File: src/rtl/xs3_multi_digit_ctrl.sv
// xs3_multi_digit_ctrl
//
// Converts a DIGITS-wide packed excess-3 word into one unsigned binary value.
// One external 4-bit excess-3-to-binary converter is time-shared. Each cycle
// one digit is presented to it, most significant digit first. The result is
// accumulated as acc*10 + digit.
//
// Ports:
//   clk      - single clock, rising edge
//   rst_n    - asynchronous active-low reset
//   start    - conversion request, sampled only while idle
//   xs3_in   - packed excess-3 word, digit DIGITS-1 in the MS nibble
//   conv_x   - digit driven to the shared converter (4'h3 when not converting)
//   conv_b   - converter result for conv_x, same cycle
//   busy     - high while digits are being presented
//   done     - one-cycle pulse, bin_out valid
//   bin_out  - registered binary result, held until the next conversion completes
//   err      - sticky: an invalid digit was seen in the last conversion
module xs3_multi_digit_ctrl #(
  parameter int DIGITS = 4,
  parameter int BW     = 14
) (
  input  logic                  clk,
  input  logic                  rst_n,
  input  logic                  start,
  input  logic [4*DIGITS-1:0]   xs3_in,
  output logic [3:0]            conv_x,
  input  logic [3:0]            conv_b,
  output logic                  busy,
  output logic                  done,
  output logic [BW-1:0]         bin_out,
  output logic                  err
);

  localparam int CW = (DIGITS > 1) ? $clog2(DIGITS) : 1;

  typedef enum logic [1:0] {
    IDLE = 2'd0,
    CONV = 2'd1,
    DONE = 2'd2
  } state_t;

  state_t                state_q, state_d;
  logic [4*DIGITS-1:0]   sh_q, sh_d;
  logic [BW-1:0]         acc_q, acc_d;
  logic [CW-1:0]         cnt_q, cnt_d;
  logic                  err_q, err_d;
  logic [BW-1:0]         bin_out_q, bin_out_d;

  logic                  digit_valid;
  logic [BW-1:0]         acc_x10;
  logic [BW-1:0]         acc_next;

  // Outside a conversion the converter sees an excess-3 zero, so its output
  // stays benign. conv_x is kept apart from the datapath because conv_b
  // comes back through the external converter in the same cycle.
  assign conv_x  = (state_q == CONV) ? sh_q[4*DIGITS-1 -: 4] : 4'h3;
  assign busy    = (state_q == CONV);
  assign done    = (state_q == DONE);
  assign bin_out = bin_out_q;
  assign err     = err_q;

  // Excess-3 codes 3..12 are the only legal digits.
  assign digit_valid = (conv_x >= 4'd3) && (conv_x <= 4'd12);

  // acc*10 as (acc<<3)+(acc<<1), wrapping modulo 2^BW.
  assign acc_x10 = (acc_q << 3) + (acc_q << 1);

  // Next-state and datapath. The result is copied into bin_out on the edge
  // that enters DONE. It therefore appears together with the done pulse.
  always_comb begin
    state_d   = state_q;
    sh_d      = sh_q;
    acc_d     = acc_q;
    cnt_d     = cnt_q;
    err_d     = err_q;
    bin_out_d = bin_out_q;
    acc_next  = acc_x10;

    case (state_q)
      IDLE: begin
        if (start) begin
          sh_d    = xs3_in;
          acc_d   = '0;
          cnt_d   = '0;
          err_d   = 1'b0;
          state_d = CONV;
        end
      end

      CONV: begin
        if (digit_valid) begin
          acc_next = acc_x10 + BW'(conv_b);
        end else begin
          acc_next = acc_x10;
          err_d    = 1'b1;
        end
        acc_d = acc_next;
        sh_d  = sh_q << 4;
        cnt_d = cnt_q + CW'(1);
        if (cnt_q == CW'(DIGITS - 1)) begin
          bin_out_d = acc_next;
          state_d   = DONE;
        end
      end

      DONE: begin
        state_d = IDLE;
      end

      default: begin
        state_d = IDLE;
      end
    endcase
  end

  // State and datapath registers. Reset aborts any conversion in flight.
  always_ff @(posedge clk or negedge rst_n) begin
    if (!rst_n) begin
      state_q   <= IDLE;
      sh_q      <= '0;
      acc_q     <= '0;
      cnt_q     <= '0;
      err_q     <= 1'b0;
      bin_out_q <= '0;
    end else begin
      state_q   <= state_d;
      sh_q      <= sh_d;
      acc_q     <= acc_d;
      cnt_q     <= cnt_d;
      err_q     <= err_d;
      bin_out_q <= bin_out_d;
    end
  end

endmodule

File: config.mk
export PLATFORM = sky130hd
export DESIGN_NAME = xs3_multi_digit_ctrl
export DESIGN_NICKNAME = d
export VERILOG_FILES = /design/src/rtl/xs3_multi_digit_ctrl.sv
export SDC_FILE = /design/constraint.sdc
export NUM_CORES = 1
export LEC_CHECK = 0
export CAP_MARGIN = 20
export CORE_UTILIZATION = 58
export DETAILED_ROUTE_END_ITERATION = 8
export PLACE_DENSITY = 0.81
export RECOVER_POWER = 50
export SYNTH_ARGS = -nofsm -noshare
export SYNTH_HDL_FRONTEND = slang
export SYNTH_SLANG_ARGS = --single-unit
export TNS_END_PERCENT = 100
File: constraint.sdc
create_clock -name clk -period 4.3 [get_ports clk]
set_clock_uncertainty 0.1 [all_clocks]
set_input_delay 1.075 -clock clk [delete_from_list [all_inputs] [get_ports clk]]
set_output_delay 1.075 -clock clk [all_outputs]
set_load 0.02 [all_outputs]
==> results of run 1 <==
[routing by layer]
| layer | wire length, um | track usage [%] | vias up |
|---|---|---|---|
| li1 | - | - | 1136 |
| met1 | 2865 | 34.48 | 1104 |
| met2 | 2968 | 42.35 | 39 |
| met3 | 194 | 4.782 | 5 |
| met4 | 26 | 4.793 | 0 |
| met5 | 0 | 0 | - |
[how the worst max path moves through the flow]
| stage | start | end | slack (ns) | depth (start not counted) |
|---|---|---|---|---|
| finish | state_q[1]$_DFFE_PN0P_ | conv_x[3] | 0.90 | 4 |
| global route | rst_n | cnt_q[1]$_DFFE_PN0P_ | 0.61 | 2 |
| CTS | state_q[1]$_DFFE_PN0P_ | conv_x[3] | 0.89 | 4 |
| detailed placement | conv_b[2] | bin_out[12]$_DFFE_PN0P_ | 0.93 | 9 |
| global placement | conv_b[2] | bin_out[12]$_DFFE_PN0P_ | 1.0 | 9 |
| floorplan | state_q[1]$_DFFE_PN0P_ | conv_x[2] | 1.52 | 5 |
[synthesized netlist by cell type, drive strengths merged, types with 2 or more instances]
master | instances | share of area, %
clkbuf | 7 | 0.93
a21o | 4 | 1.1
buf | 6 | 1.3
nand3 | 6 | 1.1
nor4 | 3 | 1.6
or2 | 2 | 0.44
xor2 | 10 | 3.1
xnor2 | 9 | 2.8
fa | 2 | 1.4
o211ai | 2 | 0.71
nand2 | 53 | 7.0
nand2b | 4 | 1.2
a22oi | 2 | 0.53
mux2i | 11 | 3.9
nor3 | 4 | 0.71
a22o | 5 | 1.5
nor2 | 16 | 2.1
inv | 6 | 0.80
a31oi | 2 | 0.44
a21oi | 14 | 2.6
nor2b | 7 | 1.5
dfrtp | 48 | 43
a211oi | 3 | 0.80
ha | 14 | 6.2
and2 | 3 | 0.66
o21ai | 42 | 7.4
[area by class of cell]
class                           instances  area [um^2]
Tap cell                               54        67.56
Fill cell                             370         1285
Timing Repair Buffer                   46        436.7
Sequential cell                        48         1201
Clock inverter                          3        68.82
Clock buffer                            5        68.82
Inverter                                6        22.52
Multi-Input combinational cell        235         1541
[through the flow]
| step | total power [W] | area, um^2 | util [%] | setup WS, ns |
|---|---|---|---|---|
| floorplan | 0.002347 | 2825 | - | 1.523 |
| global placement | 0.002826 | 3281 | 69.92 | 0.9980 |
| detailed placement | 0.002899 | 3281 | 69.92 | 0.9281 |
| CTS | 0.003304 | 3418 | 72.85 | 0.8941 |
| global route | 0.003564 | 3407 | 72.61 | 0.6120 |
| finish | 0.003288 | 3407 | 72.61 | 0.9044 |
[power by group through the flow]
stage | sequential, W | combinational, W | clock (W)
after floorplan | 0.000867 | 0.00148 | 0
after global placement | 0.000840 | 0.00199 | 0
after detailed placement | 0.000842 | 0.00206 | 0
after CTS | 0.000838 | 0.00207 | 0.000394
after global routing | 0.000865 | 0.00228 | 0.000415
final | 0.000838 | 0.00206 | 0.000390
[flip-flops by register name, summed over array words and instances (netlist names)]
name and count:
sh_q 16, state_q 2, cnt_q 2, bin_out 14, err 1, acc_q 13
[worst min-delay path, cell delays in order (launching register included)]
cell and delay (ns):
dfrtp_1 0.35, nand2_1 0.04, o21ai_0 0.06
[cells by family (layout without fill, tap and decap cells)]
group	count (synthesis)	count (layout)	share of synthesized area [%]
AND/OR/NAND/NOR	104	104	18.03
AO/OA/AOI/OAI	85	85	19.00
flip-flops	48	48	42.52
XOR/XNOR	19	19	5.890
buffers and inverters	19	60	3.056
adder cells (fa/ha/maj)	16	16	7.617
multiplexers	11	11	3.897
==> impl_summary.txt, run 1 <==
----------------------------------------------------
[Clock network]
  Setup Fix Bufs, Post-CTS ... 0
  Insertion delay to the later sink of the worst-skew pair ... 0.30 ns
  Resized cells post-CTS ... 0
  CTS Sinks ... 48
  CTS clock-pin slew for the worst setup and hold paths ... 0.09 ns
  H-Tree Depth ... 2
  Cts-stage hold buffer count ... 0
  Number of buffers created by CTS ... 5
  Clock tree root buffer cell ... clkbuf_8
  TritonCTS clock tree ... built
  Number of buffers between clock root and the deepest sink ... 2

[Route]
  Total Wirelength ... 6055 um
  Routed length per placed instance ... about 15 um
  First-pass iteration count of the detailed router ... 4
  DRC violation count after routing ... 0
  Number of violations reported at the end of detailed-routing iteration 0 ... 94
  Number of vias per cell ... 5.753
  Vias after detailed routing ... 2284
  Number of nets with antenna violations after detailed routing ... 0

[Setup path]
  Delay of the slowest cell on the worst path ... 0.59 ns
  Worst-case reg-to-reg path depth ... 10
  Flop-to-flop setup slack ... 1.47 ns
  Worst R2R Start ... acc_q[0]$_DFFE_PN0P_
  Category of the worst setup path launch point ... flop
  Buffers plus inverters on the worst setup path ... 2
  Arrival time of the worst setup path ... 2.22 ns
  Slowest cell on crit path ... clkdlybuf4s50_1
  Category of the critical setup timing path ... flop to primary output
  Gate family responsible for the most delay along the worst path ... buffers and inverters
  Data required, critical path ... 3.12 ns
  CP Cell Sequence ... nand2b_4 -> inv_2 -> and2_1 -> clkdlybuf4s50_1
  Top fanout value on the critical path ... 19
  R2R Path End ... bin_out[13]$_DFFE_PN0P_
  Worst setup EP type ... primary output

[Final layout]
  Leading cell type in the layout, fill and taps excluded ... nand2_1
  Leading cell types in the layout, fill and taps excluded ... 53 x nand2_1, 48 x dfrtp_1, 41 x clkdlybuf4s50_1, 37 x o21ai_0, 16 x nor2_1
  NumNets Final ... about 380
  Layout overhead on the synthesized area ... 20.59%
  Antenna cells ... 0
  Finished Layout Cells ... 397
  Share of post-route cells with drive strength above 1 ... about 5.2%

[Run]
  Max-cap violations ... 1

[Power]
  PD cells ... ~970 mW/mm^2
  P_leak ... 1.525 nW
  Comb pwr share ... 62.6%
  Part of the power in registers ... 25.5%
  Net switching component of the power ... about 0.0015 W
  Clock share of power ... between 10% and 20%
  Max VDD drop ... 542.0 uV
  Switching portion of total power ... about 47%
  Internal power ... 0.001756 W

[Timing]
  Count of pins over their slew limit ... 49
  Actual slew at the worst max-slew pin ... approximately 2.5 ns
  Fmax ... 294.5 MHz
  Accumulated negative setup slack ... 0 ns
  Part of the cycle the worst path needs ... 78.97%
  RSZ-0062 raised after global routing ... no
  Minimum period implied by the final worst setup slack ... between 3 and 4 ns
  Final Setup Violations ... 0
  Slew margin rel. ... -66.40%
  Hold violation count in the final report ... 0
  Worst hold slack ... 0.3833 ns

[Yosys]
  Flip-flop and latch count after synthesis ... 48
  Flip-flop cell with the highest count after synthesis ... dfrtp_1
  Synthesized net count ... approximately 340
  Syn. warnings ... 0
  Fraction of registers with async set or reset after synthesis ... 100.0%
  Number of unique standard cell types used by synthesis ... 52
  Number of instances in the synthesized netlist ... roughly 300
  Synthesized area ... 0.002825 mm^2
  Mean post-synth cell area ... a little over 9 um^2
  EDFF count, synth ... 0
  Part of the Yosys area used for sequential elements ... between 40% and 50%

[Run status]
  Outcome ... finished with violations
  Violations in the final reports ... max-capacitance violations, max-slew violations

[Global routing]
  Vias in the first global route ... 2195
  Aggregate global-route resource usage ... about a quarter
  Pin count of the biggest net entering global routing ... 49
  Gr ovfl total ... 0
  Antenna violations before repair ... 0
  First-pass GRT wire length ... 10120 um

[Hold path]
  Class of the tightest hold or removal check ... flop to flop
  Number of instances on the worst hold path ... 2
  Start point of the worst min-delay path ... sh_q[11]$_DFFE_PN0P_
  Destination of the worst hold path ... sh_q[11]$_DFFE_PN0P_

[Placement]
  Detailed placement HPWL ... 4414 um
  Routability congestion estimate from global placement ... a little over 0.8
  Input/output buffers ... 43
  Total placed cells including tap cells ... a little under 400

[Die]
  Die area ... 0.005154 mm^2
  # rows ... 25
  Die Width ... 71.79 um
  Height of the die ... 71.79 um
  Number of placed I/O pins ... 44
  Placeable core region ... 0.004692 mm^2
  Effective utilization at floorplan ... 60.21%

----------------------------------------------------
Power figures use the tool's default switching activity.
==> run 2, diff against run 1 <==
CORE_UTILIZATION = 54   (was 58)
PLACE_DENSITY = 0.76   (was 0.81)
clock period = 3.4 ns   (was 4.3 ns; I/O delays follow)
==> run 2 against run 1 <==
The flow still finishes with violations (max-capacitance violations, max-slew violations); highest routed layer unchanged; cell area down 0.18%; clock-buffer cell count unchanged; cell count up 3.0%; total power is 24% higher; critical endpoint unchanged; sequential cell count is the same; register-to-register slack got worse by 0.84 ns; largest cell class unchanged; die area rose by 7.2%; sequential share of layout area is 0.065 points higher.
==> impl_summary.txt, run 2 (synthesis gave the netlist of run 1 again) <==
----------------------------------------------------
[Clock network]
  CTS Sinks ... 48
  CTS clock-pin slew for the worst setup and hold paths ... 0.09 ns
  TritonCTS clock tree ... built
  Clock tree root buffer cell ... clkbuf_8
  Cts-stage hold buffer count ... 0
  H-Tree Depth ... 2
  Resized cells post-CTS ... 0
  Setup Fix Bufs, Post-CTS ... 0
  Insertion delay to the later sink of the worst-skew pair ... 0.31 ns
  Number of buffers created by CTS ... 5
  Number of buffers between clock root and the deepest sink ... 2

[Run]
  Max-cap violations ... 2

[Timing]
  Count of pins over their slew limit ... 84
  RSZ-0062 raised after global routing ... no
  Part of the cycle the worst path needs ... 93.41%
  Worst hold slack ... 0.2832 ns
  Actual slew at the worst max-slew pin ... 1.912 ns
  Minimum period implied by the final worst setup slack ... 3.176 ns
  Final Setup Violations ... 0
  Fmax ... 314.9 MHz
  Accumulated negative setup slack ... 0 ns
  Slew margin rel. ... -27.49%
  Hold violation count in the final report ... 0

[Global routing]
  Gr ovfl total ... 0
  First-pass GRT wire length ... 10230 um
  Aggregate global-route resource usage ... 24.78%
  Vias in the first global route ... 2181
  Antenna violations before repair ... 0
  Pin count of the biggest net entering global routing ... 49

[Die]
  Effective utilization at floorplan ... between 50 and 60%
  Die Width ... 74.33 um
  # rows ... 25
  Height of the die ... 74.33 um
  Die area ... 0.005525 mm^2
  Number of placed I/O pins ... 44
  Placeable core region ... 0.004880 mm^2

[Setup path]
  R2R Path End ... bin_out[11]$_DFFE_PN0P_
  Category of the critical setup timing path ... flop to primary output
  Category of the worst setup path launch point ... flop
  Launch point of the critical path ... state_q[0]$_DFFE_PN0P_
  Delay of the slowest cell on the worst path ... between 0.5 and 0.6 ns
  Top fanout value on the critical path ... 19
  Slowest cell on crit path ... clkdlybuf4s50_1
  Arrival time of the worst setup path ... 2.23 ns
  Data required, critical path ... 2.45 ns
  CP Cell Sequence ... nand2b_4 -> inv_2 -> and2_1 -> clkdlybuf4s50_1
  Worst R2R Start ... acc_q[1]$_DFFE_PN0P_
  Worst setup EP type ... primary output
  Flop-to-flop setup slack ... 0.63 ns
  Worst-case reg-to-reg path depth ... 8

[Placement]
  Cell Area, Placed ... 0.003282 mm^2
  Routability congestion estimate from global placement ... 0.8099
  Detailed placement HPWL ... between 4000 and 5000 um
  Input/output buffers ... 43
  Total placed cells including tap cells ... 400

[Power]
  Max VDD drop ... 573.9 uV
  P_leak ... 1.518 nW
  PD cells ... 1200 mW/mm^2

[Route]
  Total Wirelength ... 6191 um
  Number of nets with antenna violations after detailed routing ... 0
  DRC violation count after routing ... 0
  Number of violations reported at the end of detailed-routing iteration 0 ... 115
  Length of routed met2 wiring ... 2896 um
  First-pass iteration count of the detailed router ... 4
  Vias after detailed routing ... around 2300
  Routed length per placed instance ... roughly 15 um
  Met1 routed wirelength after detailed routing ... 2968 um
  Top metal layer carrying routed signals ... met4
  Met3 Routed Length ... 177 um
  Number of vias per cell ... 5.604

[Final layout]
  Post-route cell area ... 0.003401 mm^2
  Register containing the most flip-flops in the final layout ... sh_q
  Antenna cells ... 0
  Layout overhead on the synthesized area ... 20.37%
  Final cell utilization of the core ... 69.69%
  Leading cell type in the layout, fill and taps excluded ... nand2_1
  Share of post-route cells with drive strength above 1 ... a little under 5%
  Leading cell types in the layout, fill and taps excluded ... 53 x nand2_1, 48 x dfrtp_1, 41 x clkdlybuf4s50_1, 37 x o21ai_0, 16 x nor2_1
  Finished Layout Cells ... between 400 and 500
  Max reg flops ... 16
  NumNets Final ... 380

[Run status]
  Violations in the final reports ... max-capacitance violations, max-slew violations
  Outcome ... finished with violations

[Hold path]
  Class of the tightest hold or removal check ... input port to async pin

----------------------------------------------------
-- run 2: cell count changes in the layout (fill, tap and decap cells not counted), sizes merged --
cell,change
clkinv,+1
bufinv,-1
dlymetal6s4s,+1
clkbuf,-1
clkinvlp,+1
buf,-1
inv,-1
-- run 2: how the worst max path moves through the flow --
stage / to / slack (ns)
CTS: conv_x[3] / 0.22
detailed placement: bin_out[12]$_DFFE_PN0P_ / 0.23
finish: conv_x[3] / 0.22
global route: conv_x[2] / 0.08
global placement: bin_out[12]$_DFFE_PN0P_ / 0.33
floorplan: conv_x[2] / 0.85
-- run 2: per-stage QoR --
stage | worst slack [ns] | total power, W
2_1_floorplan | 0.8477 | 0.002968
3_3_place_gp | 0.3257 | 0.003562
3_5_place_dp | 0.2340 | 0.003667
4_1_cts | 0.2174 | 0.004091
5_1_grt | 0.08487 | 0.004444
6_report | 0.2240 | 0.004081
-- run 2: cell type report --
cell class / count / area [um^2]
repair buffers: 45 / 440.4
fillers: 416 / 1479
inverters: 6 / 22.52
clock inverters: 3 / 42.54
clock buffers: 5 / 68.82
flip-flops and latches: 48 / 1201
well taps: 67 / 83.83
multi-input cells: 235 / 1541
-- run 2: report_power, final --
group / switching, W / internal [W]
Clock: 0.000201 / 0.000218
Sequential: 0.000232 / 0.000843
Combinational: 0.00151 / 0.00108
Total: 0.00194 / 0.00214
-- run 2: per-layer routing --
layer  GRT usage (%)  vias to the layer above
li1                -                     1144
met1           34.53                     1087
met2           39.09                       45
met3           3.930                       16
met4           9.644                        0
met5               0                        -
-- run 2: worst max-delay path: cells and delay by family (launching register included) --
kind | cells | cell delay, ns
flip-flops | 1 | 0.57
buffers and inverters | 2 | 0.95
AND/OR/NAND/NOR | 2 | 0.39
==> run 3, diff against run 2 <==
SKIP_CTS_REPAIR_TIMING = 1   (was not set)
==> results of run 3 <==
Final layout, timing and power as in run 2 (identical DEF).
